**src/rtl/prozessor_pkg.sv**
```systemverilog
// rtl/prozessor_pkg.sv - shared fetch/decode types and constants
package prozessor_pkg;

  // Fetch FSM state encoding
  typedef enum logic [1:0] {
    ANFORDERN  = 2'd0,
    WARTEN     = 2'd1,
    DEKODIEREN = 2'd2,
    AUSFUEHREN = 2'd3
  } zustand_t;

  // Default PC after reset (word address)
  localparam logic [31:0] START_ADRESSE = 32'h0000_0000;

  // Relative jump offset width, same as the decoder's large-immediate field
  localparam int SPRUNG_OFFSET_BREITE = 26;

endpackage

```
**src/rtl/naechste_adresse.sv**
```systemverilog
// rtl/naechste_adresse.sv - combinational next-PC adder/mux
module naechste_adresse
  import prozessor_pkg::*;
#(
  parameter int AdressBreite = 32
) (
  input  logic [AdressBreite-1:0]         befehlszaehler,
  input  logic                            sprung_genommen,
  input  logic                            sprung_absolut,
  input  logic [SPRUNG_OFFSET_BREITE-1:0] sprung_offset,
  input  logic [AdressBreite-1:0]         sprung_ziel,
  output logic [AdressBreite-1:0]         naechster_pc
);

  logic [AdressBreite-1:0] offset_ext;

  // Select sequential, absolute or relative target; all sums wrap at the address width
  always_comb begin
    offset_ext   = AdressBreite'($signed(sprung_offset));
    naechster_pc = befehlszaehler + AdressBreite'(1);
    if (sprung_genommen) begin
      if (sprung_absolut) begin
        naechster_pc = sprung_ziel;
      end else begin
        // Offset counts from the jump instruction itself, not from PC+1
        naechster_pc = befehlszaehler + offset_ext;
      end
    end
  end

endmodule

```
**src/rtl/instruktions_holer.sv**
```systemverilog
// rtl/instruktions_holer.sv - instruction fetch stage feeding the decoder
module instruktions_holer
  import prozessor_pkg::*;
#(
  parameter int                    AdressBreite = 32,
  parameter logic [AdressBreite-1:0] StartAdresse = AdressBreite'(START_ADRESSE)
) (
  input  logic                            Clock,
  input  logic                            Reset,
  output logic [AdressBreite-1:0]         SpeicherAdresse,
  output logic                            SpeicherLesen,
  input  logic                            SpeicherBereit,
  input  logic [31:0]                     SpeicherDaten,
  output logic [31:0]                     Instruktion,
  output logic                            DekodierSignal,
  output logic [AdressBreite-1:0]         Befehlszaehler,
  input  logic                            Weiter,
  input  logic                            SprungGenommen,
  input  logic                            SprungAbsolut,
  input  logic [SPRUNG_OFFSET_BREITE-1:0] SprungOffset,
  input  logic [AdressBreite-1:0]         SprungZiel
);

  zustand_t                zustand_q, zustand_d;
  logic [AdressBreite-1:0] pc_q, pc_d;
  logic [AdressBreite-1:0] bz_q, bz_d;
  logic [31:0]             instr_q, instr_d;
  logic                    lesen_q, lesen_d;
  logic                    dekod_q, dekod_d;
  logic [AdressBreite-1:0] naechster_pc;

  naechste_adresse #(
    .AdressBreite(AdressBreite)
  ) u_naechste_adresse (
    .befehlszaehler  (bz_q),
    .sprung_genommen (SprungGenommen),
    .sprung_absolut  (SprungAbsolut),
    .sprung_offset   (SprungOffset),
    .sprung_ziel     (SprungZiel),
    .naechster_pc    (naechster_pc)
  );

  // Next-state and next-output logic; every output is taken from a flop
  always_comb begin
    zustand_d = zustand_q;
    pc_d      = pc_q;
    bz_d      = bz_q;
    instr_d   = instr_q;
    lesen_d   = lesen_q;
    dekod_d   = 1'b0;
    case (zustand_q)
      ANFORDERN: begin
        lesen_d   = 1'b1;
        zustand_d = WARTEN;
      end
      WARTEN: begin
        if (SpeicherBereit) begin
          instr_d   = SpeicherDaten;
          bz_d      = pc_q;
          lesen_d   = 1'b0;
          dekod_d   = 1'b1;
          zustand_d = DEKODIEREN;
        end
      end
      DEKODIEREN: begin
        zustand_d = AUSFUEHREN;
      end
      AUSFUEHREN: begin
        if (Weiter) begin
          pc_d      = naechster_pc;
          zustand_d = ANFORDERN;
        end
      end
      default: begin
        zustand_d = ANFORDERN;
      end
    endcase
  end

  // State register with synchronous reset taking priority over all inputs
  always_ff @(posedge Clock) begin
    if (Reset) begin
      zustand_q <= ANFORDERN;
      pc_q      <= StartAdresse;
      bz_q      <= StartAdresse;
      instr_q   <= 32'h0;
      lesen_q   <= 1'b0;
      dekod_q   <= 1'b0;
    end else begin
      zustand_q <= zustand_d;
      pc_q      <= pc_d;
      bz_q      <= bz_d;
      instr_q   <= instr_d;
      lesen_q   <= lesen_d;
      dekod_q   <= dekod_d;
    end
  end

  assign SpeicherAdresse = pc_q;
  assign SpeicherLesen   = lesen_q;
  assign Instruktion     = instr_q;
  assign DekodierSignal  = dekod_q;
  assign Befehlszaehler  = bz_q;

endmodule
```
**config.mk**
```make
export PLATFORM = sky130hd
export DESIGN_NAME = instruktions_holer
export DESIGN_NICKNAME = d
export VERILOG_FILES = /design/src/rtl/prozessor_pkg.sv /design/src/rtl/naechste_adresse.sv /design/src/rtl/instruktions_holer.sv
export SDC_FILE = /design/constraint.sdc
export NUM_CORES = 1
export LEC_CHECK = 0
export BUFFER_PORTS_ARGS = -buffer_cell sky130_fd_sc_hd__buf_2
export CAP_MARGIN = 20
export CORE_MARGIN = 2
export CORE_UTILIZATION = 37
export CTS_CLUSTER_DIAMETER = 150
export CTS_CLUSTER_SIZE = 8
export DETAILED_ROUTE_END_ITERATION = 8
export PLACE_DENSITY = 0.73
export SLEW_MARGIN = 20
export SYNTH_ARGS = -nofsm -noshare
export SYNTH_HDL_FRONTEND = slang
export SYNTH_SLANG_ARGS = --single-unit
```
**constraint.sdc**
```tcl
create_clock -name Clock -period 2.5 [get_ports Clock]
set_input_delay 0.375 -clock Clock [delete_from_list [all_inputs] [get_ports Clock]]
set_output_delay 0.375 -clock Clock [all_outputs]
set_load 0.01 [all_outputs]
```
==> impl_metrics.sql, run 1 <==
INSERT INTO impl_metrics (metric_group, metric, value, unit) VALUES
('run_status', 'run_status', 'finished clean', ''),
('synth', 'synth_cell_types', '77', ''),
('floorplan', 'std_cell_rows', '47', ''),
('route', 'number_of_drc_violations_after_detailed_routing', '0', ''),
('synth', 'synth-warning-count', '0', ''),
('power', 'leakage_power_of_the_design', '0.00385', 'uW'),
('placed_design', 'preCtsSetupSlack', '-0.245', 'ns'),
('timing', 'number_of_max_slew_violations_in_the_final_report', '0', ''),
('floorplan', 'fp.dieArea', '0.0176', 'mm^2'),
('route', 'vias', '6248', ''),
('synth', 'post_syn_nets', '818', ''),
('global_routing', 'grt_max_degree', '51', ''),
('setup_path', 'criticalPathCategory', 'flip-flop to flip-flop', ''),
('setup_path', 'r2r_cells', '10', ''),
('setup_path', 'crit_arrival', '2.68', 'ns'),
('timing', 'max-slew-margin-rel', '0.366', ''),
('timing', 'finalCriticalPeriod', '2.43', 'ns'),
('clocking', 'clk-insertion-delay-late', '0.35', 'ns'),
('finish', 'most-common-layout-cells', 'sky130_fd_sc_hd__buf_2 (193), sky130_fd_sc_hd__dfxtp_1 (98), sky130_fd_sc_hd__buf_4 (78)', ''),
('hold_path', 'min-delay-start', 'SpeicherDaten[28]', ''),
('synth', 'syn-instance-count', '685', ''),
('timing', 'max_freq', '412', 'MHz'),
('clocking', 'cts_tree', 'yes', ''),
('finish', 'num-nets-final', '1061', ''),
('global_routing', 'grt-ovfl-total', '0', ''),
('timing', 'timing.setup.tns', '0', 'ns'),
('clocking', 'clock_path_buffers', '2', ''),
('placed_design', 'estimated_wirelength_of_the_detail_placed_design', '15.3', 'mm'),
('route', 'antenna_violating_nets_post_route', '0', ''),
('global_routing', 'via_count_of_the_first_global_routing_pass', '6122', ''),
('job', 'maxCapViolCount', '0', ''),
('synth', 'post_synth_instance_area', '0.00614', 'mm^2'),
('global_routing', 'grt_first_pass_wirelength', '32.0', 'mm'),
('route', 'number_of_vias_per_cell', '5.41', ''),
('floorplan', 'initial_core_util', '0.374', ''),
('setup_path', 'worstSetupEndpointType', 'flip-flop', ''),
('timing', 'setup_viol', '0', ''),
('clocking', 'clock_tree.htree_level_count', '3', ''),
('floorplan', 'die-height', '133', 'um'),
('finish', 'layout-drive-gt1-share', '0.352', ''),
('clocking', 'cts.sink_count', '100', ''),
('hold_path', 'worstHoldPathCells', '2', ''),
('finish', 'final_core_utilization', '0.501', ''),
('power', 'power.density_cell_area', '532', 'mW/mm^2'),
('placed_design', 'port-buffer-count', '193', ''),
('timing', 'grt_setup_unrepaired', 'true', ''),
('setup_path', 'critical_path.startpoint_type', 'flip-flop', ''),
('route', 'first_pass_iters', '7', ''),
('timing', 'timing.final.crit_share', '0.971', ''),
('route', 'routed_wl', '20.5', 'mm'),
('floorplan', 'io_pins', '194', ''),
('clocking', 'clk_transition_reported_paths', '0.07', 'ns'),
('synth', 'synth_edf_count', '0', ''),
('setup_path', 'crit-reg2reg-launch', 'Befehlszaehler[0]$_SDFFE_PP0P_', ''),
('floorplan', 'width_of_the_chip', '133', 'um'),
('synth', 'ffs_latches_synth', '100', ''),
('global_routing', 'number_of_antenna_violations_at_the_first_check_in_global_routing', '3', ''),
('route', 'drt_iter0_drc', '330', ''),
('timing', 'final_hold_viol_count', '0', ''),
('synth', 'synthesis.area_per_instance', '8.96', 'um^2'),
('timing', 'timing.final.ws_setup', '0.0731', 'ns'),
('clocking', 'postCtsHoldBufs', '0', ''),
('placed_design', 'gp_congestion', '0.989', ''),
('synth', 'async_reset_ff_frac', '0', ''),
('setup_path', 'timing.reg2reg.setup_slack', '0.07', 'ns'),
('power', 'worst_ir_drop_vdd', '0.373', 'mV'),
('synth', 'synth_top_flop_cell', 'sky130_fd_sc_hd__dfxtp_1', ''),
('floorplan', 'fp.coreArea', '0.0164', 'mm^2'),
('clocking', 'clockRootBuffer', 'sky130_fd_sc_hd__clkbuf_16', ''),
('timing', 'actual_slew_at_the_worst_max_slew_pin', '0.948', 'ns'),
('hold_path', 'min_delay_worst_endpoint', 'Instruktion[28]$_SDFFE_PP0P_', ''),
('setup_path', 'timing.rr.end', 'SpeicherAdresse[24]$_SDFFE_PP0P_', ''),
('route', 'post_drt_wl_per_cell', '17.7', 'um'),
('clocking', 'cts_inserted_buffers', '9', ''),
('setup_path', 'critPathMaxFanout', '4', ''),
('global_routing', 'global_route.usage.total', '0.228', ''),
('hold_path', 'min_path_type', 'primary input to flip-flop', ''),
('timing', 'clock_skew', '0.00817', 'ns'),
('setup_path', 'crit_required', '2.75', 'ns'),
('synth', 'post_synthesis_sequential_area_ratio', '0.326', ''),
('finish', 'final_common_cell', 'sky130_fd_sc_hd__buf_2', ''),
('finish', 'area.growth.synth_to_final', '34.0', '%');
## worst max-delay path by stage
| stage | cells after the start | start | slack (ns) | to |
|---|---|---|---|---|
| after floorplan | 10 | Befehlszaehler[0]$_SDFFE_PP0P_ | 0.01 | SpeicherAdresse[24]$_SDFFE_PP0P_ |
| after global placement | 11 | SprungOffset[0] | -0.21 | SpeicherAdresse[28]$_SDFFE_PP0P_ |
| after detailed placement | 11 | SprungOffset[0] | -0.24 | SpeicherAdresse[16]$_SDFFE_PP0P_ |
| after CTS | 11 | Befehlszaehler[0]$_SDFFE_PP0P_ | 0.0009 | SpeicherAdresse[18]$_SDFFE_PP0P_ |
| after global routing | 9 | Befehlszaehler[1]$_SDFFE_PP0P_ | -0.06 | SpeicherAdresse[19]$_SDFFE_PP0P_ |
| final | 10 | Befehlszaehler[0]$_SDFFE_PP0P_ | 0.07 | SpeicherAdresse[24]$_SDFFE_PP0P_ |
## area by class of cell
class / count / area, um^2
timing repair buffer: 272 / 1560
clock buffer: 12 / 246
tap: 220 / 275
multi-input combinational: 530 / 4020
inverter: 15 / 56.3
antenna: 1 / 2.50
sequential: 100 / 2000
fill: 1570 / 8180
clock inverter: 4 / 55.1
## Yosys cell counts (all sizes together) (2+ instances only)
cell type,n,area [um^2]
nand4,11,68.8
a31o,3,26.3
nor3,7,40.0
buf,17,128
o221ai,3,26.3
inv,15,56.3
and4,6,52.6
a21o,14,105
mux2i,12,120
o221a,2,22.5
o21a,3,22.5
and3,7,48.8
nand2b,7,43.8
nand2,59,221
o21ai,22,129
nor2,46,178
dfxtp,100,2000
or2,2,12.5
and2,8,50.1
nand3,21,105
a2111oi,9,123
a31oi,7,73.8
a21oi,51,263
o2bb2ai,2,23.8
a211oi,7,57.6
o211ai,16,125
a41o,2,20.0
o22ai,10,62.6
or3,3,18.8
ha,36,450
xor2,24,210
o21bai,5,52.6
a211o,5,43.8
nor4,3,18.8
xnor2,29,254
nor2b,4,25.0
a22o,64,561
clkbuf,23,86.3
a311oi,3,26.3
## sequential cells by signal, summed over array words and instances, names as in the netlist
register         count
SpeicherLesen        1
DekodierSignal       1
Instruktion         32
zustand_q            2
Befehlszaehler      32
SpeicherAdresse     32
## power by group
part | switching, uW | leakage [uW] | internal [uW]
logic | 614 | 0.00290 | 450
clock network | 667 | 0.000144 | 814
registers | 93.6 | 0.000810 | 1740
## repair_timing
action                     in CTS  in global routing
pin swaps                       8                 12
setup endpoints to repair       8                 19
gates resized for setup         6                 22
buffers inserted                3                  0
## logic make-up (layout without fill, tap and decap cells)
kind of cell / Yosys count / in the layout / synth area share
AO/OA/AOI/OAI: 239 / 239 / 0.304
XOR/XNOR: 53 / 53 / 0.0756
adder cells (fa/ha/maj): 37 / 37 / 0.0767
buffers and inverters: 55 / 303 / 0.0440
flip-flops: 100 / 100 / 0.326
multiplexers: 12 / 12 / 0.0196
other: 0 / 1 / 0
AND/OR/NAND/NOR: 189 / 189 / 0.154
## layer usage
layer / part of all wire / wire length [um] / vias up / GRT usage
met5: 0.0013 / 27 / - / 0
met1: 0.43 / 8890 / 2946 / 0.288
li1: - / - / 3059 / -
met4: 0.019 / 392 / 4 / 0.0723
met2: 0.48 / 9840 / 207 / 0.384
met3: 0.065 / 1330 / 32 / 0.0567
## per-stage QoR
step,total power [uW],hold WS (ns),area [um^2],std cells
finish,4380,0.226,8230,1154
global route,4590,0.213,8220,1153
CTS,4390,0.212,8120,1153
detailed placement,2910,0.459,7760,1134
global placement,2900,0.456,7760,1134
floorplan,2480,0.488,6140,685
## critical path, stage by stage, from the launching register on
cell                        delay [ns]
sky130_fd_sc_hd__dfxtp_2          0.34
sky130_fd_sc_hd__ha_4             0.16
sky130_fd_sc_hd__fa_2             0.37
sky130_fd_sc_hd__a21oi_4          0.19
sky130_fd_sc_hd__o211ai_4         0.12
sky130_fd_sc_hd__o2bb2ai_4        0.17
sky130_fd_sc_hd__a31oi_4          0.26
sky130_fd_sc_hd__o21bai_4         0.12
sky130_fd_sc_hd__a2111oi_4        0.32
sky130_fd_sc_hd__a41oi_2          0.06
sky130_fd_sc_hd__a31o_1           0.21
(Power assumes the default switching activity.)
==> run 2: changes to the inputs <==
--- a/config.mk
+++ b/config.mk
@@ -9,6 +9,7 @@
 export CAP_MARGIN = 20
 export CORE_MARGIN = 2
 export CORE_UTILIZATION = 37
+export CTS_BUF_LIST = sky130_fd_sc_hd__clkbuf_16
 export CTS_CLUSTER_DIAMETER = 150
 export CTS_CLUSTER_SIZE = 8
 export DETAILED_ROUTE_END_ITERATION = 8
==> run 2 against run 1 <==
Critical path depth did not move. Clock power fell by 3%. Sequential share of layout area barely moved. Sequential power barely moved. Routed wire length barely moved. Utilization fell by 0.061 points. Global-route usage did not move. Worst hold slack improved by 0.00059 ns. First-iteration DRC count did not move. Clock skew barely moved. Cell count did not move. Largest cell class unchanged. Highest routed layer unchanged.
==> impl_metrics.sql, run 2 (synthesized netlist as in run 1, its figures left out) <==
INSERT INTO impl_metrics (metric_group, metric, value, unit) VALUES
('route', 'vias', '6235', ''),
('job', 'maxCapViolCount', '0', ''),
('clocking', 'cts_inserted_buffers', '9', ''),
('timing', 'timing.final.ws_setup', '0.0700', 'ns'),
('route', 'antenna_violating_nets_post_route', '0', ''),
('setup_path', 'criticalPathCategory', 'flip-flop to flip-flop', ''),
('global_routing', 'grt-ovfl-total', '0', ''),
('power', 'p_comb_frac', '0.245', ''),
('finish', 'final_core_utilization', '0.501', ''),
('global_routing', 'via_count_of_the_first_global_routing_pass', '6122', ''),
('floorplan', 'width_of_the_chip', '133', 'um'),
('finish', 'most-common-layout-cells', 'sky130_fd_sc_hd__buf_2 (193), sky130_fd_sc_hd__dfxtp_1 (98), sky130_fd_sc_hd__buf_4 (78)', ''),
('clocking', 'postCtsHoldBufs', '0', ''),
('setup_path', 'critPathMaxFanout', '4', ''),
('setup_path', 'worstSetupEndpointType', 'flip-flop', ''),
('setup_path', 'critical_path.startpoint_type', 'flip-flop', ''),
('hold_path', 'min_path_type', 'primary input to flip-flop', ''),
('power', 'worst_ir_drop_vdd', '0.371', 'mV'),
('power', 'power.total', '4340', 'uW'),
('timing', 'max-slew-margin-rel', '0.366', ''),
('placed_design', 'preCtsSetupSlack', '-0.245', 'ns'),
('finish', 'area.growth.synth_to_final', '33.9', '%'),
('route', 'wl_met2', '9.83', 'mm'),
('finish', 'layout-drive-gt1-share', '0.350', ''),
('route', 'number_of_drc_violations_after_detailed_routing', '0', ''),
('global_routing', 'grt_max_degree', '51', ''),
('placed_design', 'estimated_wirelength_of_the_detail_placed_design', '15.3', 'mm'),
('clocking', 'clockRootBuffer', 'sky130_fd_sc_hd__clkbuf_16', ''),
('timing', 'setup_viol', '0', ''),
('power', 'clockPowerShare', '0.332', ''),
('floorplan', 'initial_core_util', '0.374', ''),
('finish', 'num-nets-final', '1061', ''),
('route', 'maxUsedRoutingLayer', 'met5', ''),
('global_routing', 'grt_first_pass_wirelength', '32.0', 'mm'),
('power', 'power.share.switching', '0.317', ''),
('timing', 'actual_slew_at_the_worst_max_slew_pin', '0.949', 'ns'),
('setup_path', 'crit_required', '2.75', 'ns'),
('setup_path', 'critPathMaxStageDelay', '0.37', 'ns'),
('timing', 'number_of_max_slew_violations_in_the_final_report', '0', ''),
('power', 'leakage_power_of_the_design', '0.00386', 'uW'),
('setup_path', 'crit_arrival', '2.68', 'ns'),
('global_routing', 'global_route.usage.total', '0.228', ''),
('timing', 'clock_skew', '0.00828', 'ns'),
('clocking', 'clk_transition_reported_paths', '0.07', 'ns'),
('floorplan', 'io_pins', '194', ''),
('setup_path', 'worstPathCellList', 'ha_4, fa_2, a21oi_4, o211ai_4, o2bb2ai_4, a31oi_4, o21bai_4, a2111oi_4, a41oi_2, a31o_1', ''),
('route', 'routed_wl', '20.5', 'mm'),
('clocking', 'cts.sink_count', '100', ''),
('global_routing', 'number_of_antenna_violations_at_the_first_check_in_global_routing', '3', ''),
('setup_path', 'timing.reg2reg.setup_slack', '0.07', 'ns'),
('timing', 'max_freq', '412', 'MHz'),
('power', 'total_switching_power', '1380', 'uW'),
('run_status', 'run_status', 'finished clean', ''),
('power', 'internal_power', '2970', 'uW'),
('floorplan', 'fp.dieArea', '0.0176', 'mm^2'),
('route', 'drt_iter0_drc', '330', ''),
('floorplan', 'std_cell_rows', '47', ''),
('timing', 'timing.final.crit_share', '0.972', ''),
('floorplan', 'fp.coreArea', '0.0164', 'mm^2'),
('timing', 'grt_setup_unrepaired', 'true', ''),
('clocking', 'clk-insertion-delay-late', '0.36', 'ns'),
('route', 'number_of_vias_per_cell', '5.40', ''),
('route', 'post_drt_wl_per_cell', '17.7', 'um'),
('finish', 'final_common_cell', 'sky130_fd_sc_hd__buf_2', ''),
('timing', 'timing.setup.tns', '0', 'ns'),
('clocking', 'clock_path_buffers', '2', ''),
('route', 'met1_wl', '8.87', 'mm'),
('clocking', 'cts_tree', 'yes', ''),
('placed_design', 'port-buffer-count', '193', ''),
('timing', 'final_hold_viol_count', '0', ''),
('power', 'seqPwrFrac', '0.423', ''),
('timing', 'finalCriticalPeriod', '2.43', 'ns'),
('setup_path', 'cp_slowest_cell', 'sky130_fd_sc_hd__fa_2', ''),
('route', 'first_pass_iters', '5', ''),
('setup_path', 'r2r_cells', '10', ''),
('clocking', 'clock_tree.htree_level_count', '3', ''),
('placed_design', 'gp_congestion', '0.989', ''),
('hold_path', 'worstHoldPathCells', '2', ''),
('route', 'met3WireLength', '1.34', 'mm'),
('floorplan', 'die-height', '133', 'um'),
('timing', 'hold-worst-slack', '0.227', 'ns'),
('power', 'power.density_cell_area', '528', 'mW/mm^2');
-- run 2: cell types whose count changed in the layout (fill, tap and decap cells not counted), sizes merged --
cell and delta:
clkbuf -3, inv +2, clkinv +1
-- run 2: layout make-up --
class	instances	area (um^2)
clock inverters	7	66.3
fillers	1571	8190
clock buffers	9	225
inverters	15	56.3
multi-input cells	530	4020
repair buffers	272	1560
diodes	1	2.50
well taps	220	275
flip-flops and latches	100	2000
-- run 2: critical path: cells and delay by family, from the launching register on --
| family | cells | cell delay [ns] |
|---|---|---|
| fa+ha+maj | 2 | 0.53 |
| compound gates | 8 | 1.46 |
| flops | 1 | 0.34 |
-- run 2: power by group through the flow --
stage                     Combinational [uW]  Sequential (uW)  Clock [uW]
after floorplan                          550             1930           0
after global routing                    1170             1850        1530
after global placement                  1030             1870           0
after CTS                               1050             1830        1470
after detailed placement                1040             1870           0
final                                   1060             1830        1440
-- run 2: path summary, 6_finish.rpt --
check,startpoint,end
worst max-delay path,Befehlszaehler[0]$_SDFFE_PP0P_,SpeicherAdresse[24]$_SDFFE_PP0P_
worst min-delay path,SpeicherDaten[28],Instruktion[28]$_SDFFE_PP0P_
worst max register to register,Befehlszaehler[0]$_SDFFE_PP0P_,SpeicherAdresse[24]$_SDFFE_PP0P_
worst min register to register,SpeicherAdresse[0]$_SDFFE_PP0P_,SpeicherAdresse[0]$_SDFFE_PP0P_
-- run 2: what timing repair did --
action	4_1_cts	5_1_grt
resized for setup	6	22
setup buffers	3	0
setup endpoints to repair	8	19
endpoints found under the hold margin	0	0
pin swaps	8	12
-- run 2: metrics by stage --
step / cells / instance area, um^2
final: 1154 / 8220
after global routing: 1153 / 8210
after CTS: 1153 / 8110
after detailed placement: 1134 / 7760
after global placement: 1134 / 7760
after floorplan: 685 / 6140
-- run 2: routing by layer --
metal | GRT usage | up-vias
li1 | - | 3061
met1 | 0.288 | 2933
met2 | 0.384 | 205
met3 | 0.0567 | 32
met4 | 0.0723 | 4
met5 | 0 | -
==> run 3: changes to the inputs <==
--- a/config.mk
+++ b/config.mk
@@ -14,6 +14,7 @@
 export CTS_CLUSTER_SIZE = 8
 export DETAILED_ROUTE_END_ITERATION = 8
 export PLACE_DENSITY = 0.73
+export REMOVE_ABC_BUFFERS = 1
 export SLEW_MARGIN = 20
 export SYNTH_ARGS = -nofsm -noshare
 export SYNTH_HDL_FRONTEND = slang
==> run 3 against run 2 <==
Routed wire length rose by 0.84%. Sequential share of layout area shrank 0.18 points. Sequential power barely moved. Critical path type unchanged. Clock skew increased by 0.0026 ns. Flip-flop and latch count is the same. The run now ends with negative setup slack left. Combinational power about the same. Cell area grew 0.75%. Via count grew 3.0%. Maximum frequency down 6.5%. Worst hold slack got worse by 0.0085 ns.
==> impl_metrics.sql, run 3 (synthesized netlist as in run 1, its figures left out) <==
INSERT INTO impl_metrics (metric_group, metric, value, unit) VALUES
('power', 'p_comb_frac', '0.252', ''),
('placed_design', 'placedInstanceArea', '0.00779', 'mm^2'),
('power', 'power.share.switching', '0.330', ''),
('route', 'post_drt_wl_per_cell', '17.8', 'um'),
('finish', 'n_antenna_cell', '0', ''),
('timing', 'number_of_max_slew_violations_in_the_final_report', '0', ''),
('power', 'worst_ir_drop_vdd', '0.486', 'mV'),
('setup_path', 'critPathMaxFanout', '3', ''),
('floorplan', 'io_pins', '194', ''),
('global_routing', 'grt-ovfl-total', '0', ''),
('floorplan', 'initial_core_util', '0.374', ''),
('setup_path', 'timing.critical_path.max_delay_family', 'compound AO/OA/AOI/OAI gates', ''),
('global_routing', 'number_of_antenna_violations_at_the_first_check_in_global_routing', '0', ''),
('route', 'routed_wl', '20.6', 'mm'),
('route', 'first_pass_iters', '5', ''),
('route', 'vias', '6424', ''),
('hold_path', 'min_delay_worst_endpoint', 'Instruktion[6]$_SDFFE_PP0P_', ''),
('timing', 'grt_setup_unrepaired', 'true', ''),
('hold_path', 'worstHoldPathCells', '2', ''),
('power', 'power.density_cell_area', '521', 'mW/mm^2'),
('setup_path', 'worstSetupEndpointType', 'flip-flop', ''),
('run_status', 'violations', 'negative setup slack', ''),
('setup_path', 'timing.reg2reg.setup_slack', '-0.1', 'ns'),
('route', 'number_of_drc_violations_after_detailed_routing', '0', ''),
('power', 'internal_power', '2890', 'uW'),
('power', 'seqPwrFrac', '0.426', ''),
('placed_design', 'estimated_wirelength_of_the_detail_placed_design', '15.5', 'mm'),
('power', 'leakage_power_of_the_design', '0.00388', 'uW'),
('power', 'clockPowerShare', '0.323', ''),
('timing', 'clock_skew', '0.0108', 'ns'),
('clocking', 'clock_tree.htree_level_count', '3', ''),
('run_status', 'run_status', 'complete, but fails checks', ''),
('setup_path', 'buf_inv_stages_crit_path', '2', ''),
('global_routing', 'via_count_of_the_first_global_routing_pass', '6048', ''),
('timing', 'timing.final.ws_setup', '-0.0995', 'ns'),
('hold_path', 'min_path_type', 'primary input to flip-flop', ''),
('setup_path', 'crit-reg2reg-launch', 'Befehlszaehler[0]$_SDFFE_PP0P_', ''),
('global_routing', 'grt_first_pass_wirelength', '31.7', 'mm'),
('timing', 'final_hold_viol_count', '0', ''),
('setup_path', 'r2r_cells', '12', ''),
('floorplan', 'std_cell_rows', '47', ''),
('finish', 'most-common-layout-cells', 'sky130_fd_sc_hd__buf_2 (193), sky130_fd_sc_hd__dfxtp_1 (98), sky130_fd_sc_hd__buf_4 (80)', ''),
('clocking', 'clk_transition_reported_paths', '0.08', 'ns'),
('setup_path', 'criticalPathCategory', 'flip-flop to flip-flop', ''),
('clocking', 'cts_inserted_buffers', '9', ''),
('finish', 'num-nets-final', '1066', ''),
('route', 'antenna_violating_nets_post_route', '0', ''),
('clocking', 'clock_path_buffers', '2', ''),
('job', 'maxCapViolCount', '0', ''),
('setup_path', 'worstPathCellList', 'ha_4, fa_2, a21oi_2, buf_4, o211ai_4, o2bb2ai_4, a31oi_4, buf_6, o21bai_4, a2111oi_4, a41oi_1, a31o_1', ''),
('floorplan', 'die-height', '133', 'um'),
('finish', 'final_core_utilization', '0.504', ''),
('setup_path', 'crit_arrival', '2.86', 'ns'),
('global_routing', 'global_route.usage.total', '0.225', ''),
('timing', 'actual_slew_at_the_worst_max_slew_pin', '0.851', 'ns'),
('placed_design', 'port-buffer-count', '193', ''),
('clocking', 'cts.sink_count', '100', ''),
('setup_path', 'critical_path.startpoint_type', 'flip-flop', ''),
('timing', 'max-slew-margin-rel', '0.432', ''),
('timing', 'timing.final.crit_share', '1.04', ''),
('setup_path', 'cp_slowest_cell', 'sky130_fd_sc_hd__fa_2', ''),
('setup_path', 'critPathMaxStageDelay', '0.35', 'ns'),
('finish', 'area.growth.synth_to_final', '34.9', '%'),
('clocking', 'cts_tree', 'yes', ''),
('setup_path', 'crit_required', '2.76', 'ns'),
('power', 'total_switching_power', '1420', 'uW'),
('finish', 'layout-drive-gt1-share', '0.362', ''),
('placed_design', 'gp_congestion', '0.944', ''),
('floorplan', 'width_of_the_chip', '133', 'um'),
('finish', 'post-route-cell-area', '0.00828', 'mm^2'),
('floorplan', 'fp.coreArea', '0.0164', 'mm^2'),
('setup_path', 'timing.rr.end', 'SpeicherAdresse[24]$_SDFFE_PP0P_', ''),
('clocking', 'clk-insertion-delay-late', '0.36', 'ns'),
('route', 'drt_iter0_drc', '474', ''),
('clocking', 'clockRootBuffer', 'sky130_fd_sc_hd__clkbuf_16', ''),
('timing', 'max_freq', '385', 'MHz'),
('timing', 'setup_viol', '5', ''),
('hold_path', 'min-delay-start', 'SpeicherDaten[6]', ''),
('route', 'number_of_vias_per_cell', '5.55', ''),
('floorplan', 'fp.dieArea', '0.0176', 'mm^2'),
('timing', 'finalCriticalPeriod', '2.60', 'ns'),
('finish', 'final_common_cell', 'sky130_fd_sc_hd__buf_2', ''),
('global_routing', 'grt_max_degree', '36', ''),
('clocking', 'postCtsHoldBufs', '0', '');
==> run 3: changes by cell type in the layout (fill, tap and decap cells not counted), sizes merged <==
cell / change
inv: -1
diode: -1
clkinvlp: +1
bufinv: -1
buf: +5
clkinv: +1
==> run 3: through the flow <==
step / setup slack, ns / hold slack, ns / std cells / TNS, ns / total power (uW)
CTS: -0.0283 / 0.212 / 1155 / -0.0283 / 4300
floorplan: -0.915 / 0.444 / 645 / -59.98 / 2420
finish: -0.0995 / 0.218 / 1158 / -0.212 / 4310
global route: -0.164 / 0.207 / 1158 / -0.900 / 4500
global placement: -0.263 / 0.453 / 1137 / -1.94 / 2900
detailed placement: -0.309 / 0.458 / 1137 / -2.45 / 2920
==> run 3: final cells by class <==
cell class / instances / area [um^2]
Clock inverter: 7 / 56.3
Sequential cell: 100 / 2000
Multi-Input combinational cell: 530 / 4040
Timing Repair Buffer: 277 / 1620
Tap cell: 220 / 275
Clock buffer: 9 / 225
Fill cell: 1549 / 8130
Inverter: 15 / 56.3
==> run 3: timing repair <==
item | in CTS | in global routing
gates resized for setup | 7 | 27
buffers inserted | 2 | 4
pin swaps | 11 | 24
endpoints found under the hold margin | 0 | 0
setup endpoints to repair | 10 | 18
==> run 3: layer usage <==
metal / track usage / vias up / share of wire
li1: - / 3065 / -
met4: 0.0639 / 0 / 0.017
met2: 0.366 / 282 / 0.46
met5: 0 / - / 0
met1: 0.314 / 3046 / 0.45
met3: 0.0295 / 31 / 0.076
==> run 3: power by group through the flow <==
stage / Sequential (uW) / Combinational (uW) / Clock (uW)
2_1_floorplan: 1930 / 495 / 0
3_3_place_gp: 1870 / 1030 / 0
3_5_place_dp: 1870 / 1060 / 0
4_1_cts: 1830 / 1060 / 1410
5_1_grt: 1850 / 1170 / 1480
6_report: 1830 / 1080 / 1390
==> run 3: worst max path at each step <==
stage | depth (start not counted) | slack [ns] | startpoint | endpoint
2_1_floorplan | 4 | -0.92 | zustand_q[1]$_SDFFE_PP0P_ | Befehlszaehler[0]$_SDFFE_PP0P_
3_3_place_gp | 12 | -0.26 | SprungOffset[0] | SpeicherAdresse[28]$_SDFFE_PP0P_
3_5_place_dp | 12 | -0.31 | SprungOffset[0] | SpeicherAdresse[28]$_SDFFE_PP0P_
4_1_cts | 11 | -0.03 | Befehlszaehler[0]$_SDFFE_PP0P_ | SpeicherAdresse[28]$_SDFFE_PP0P_
5_1_grt | 12 | -0.16 | Befehlszaehler[0]$_SDFFE_PP0P_ | SpeicherAdresse[24]$_SDFFE_PP0P_
6_report | 12 | -0.1 | Befehlszaehler[0]$_SDFFE_PP0P_ | SpeicherAdresse[24]$_SDFFE_PP0P_
==> run 3: worst register-to-register path, stage by stage, from the launching register on <==
cell	delay, ns
sky130_fd_sc_hd__dfxtp_2	0.34
sky130_fd_sc_hd__ha_4	0.16
sky130_fd_sc_hd__fa_2	0.35
sky130_fd_sc_hd__a21oi_2	0.20
sky130_fd_sc_hd__buf_4	0.16
sky130_fd_sc_hd__o211ai_4	0.09
sky130_fd_sc_hd__o2bb2ai_4	0.16
sky130_fd_sc_hd__a31oi_4	0.25
sky130_fd_sc_hd__buf_6	0.14
sky130_fd_sc_hd__o21bai_4	0.08
sky130_fd_sc_hd__a2111oi_4	0.28
sky130_fd_sc_hd__a41oi_1	0.08
sky130_fd_sc_hd__a31o_1	0.21
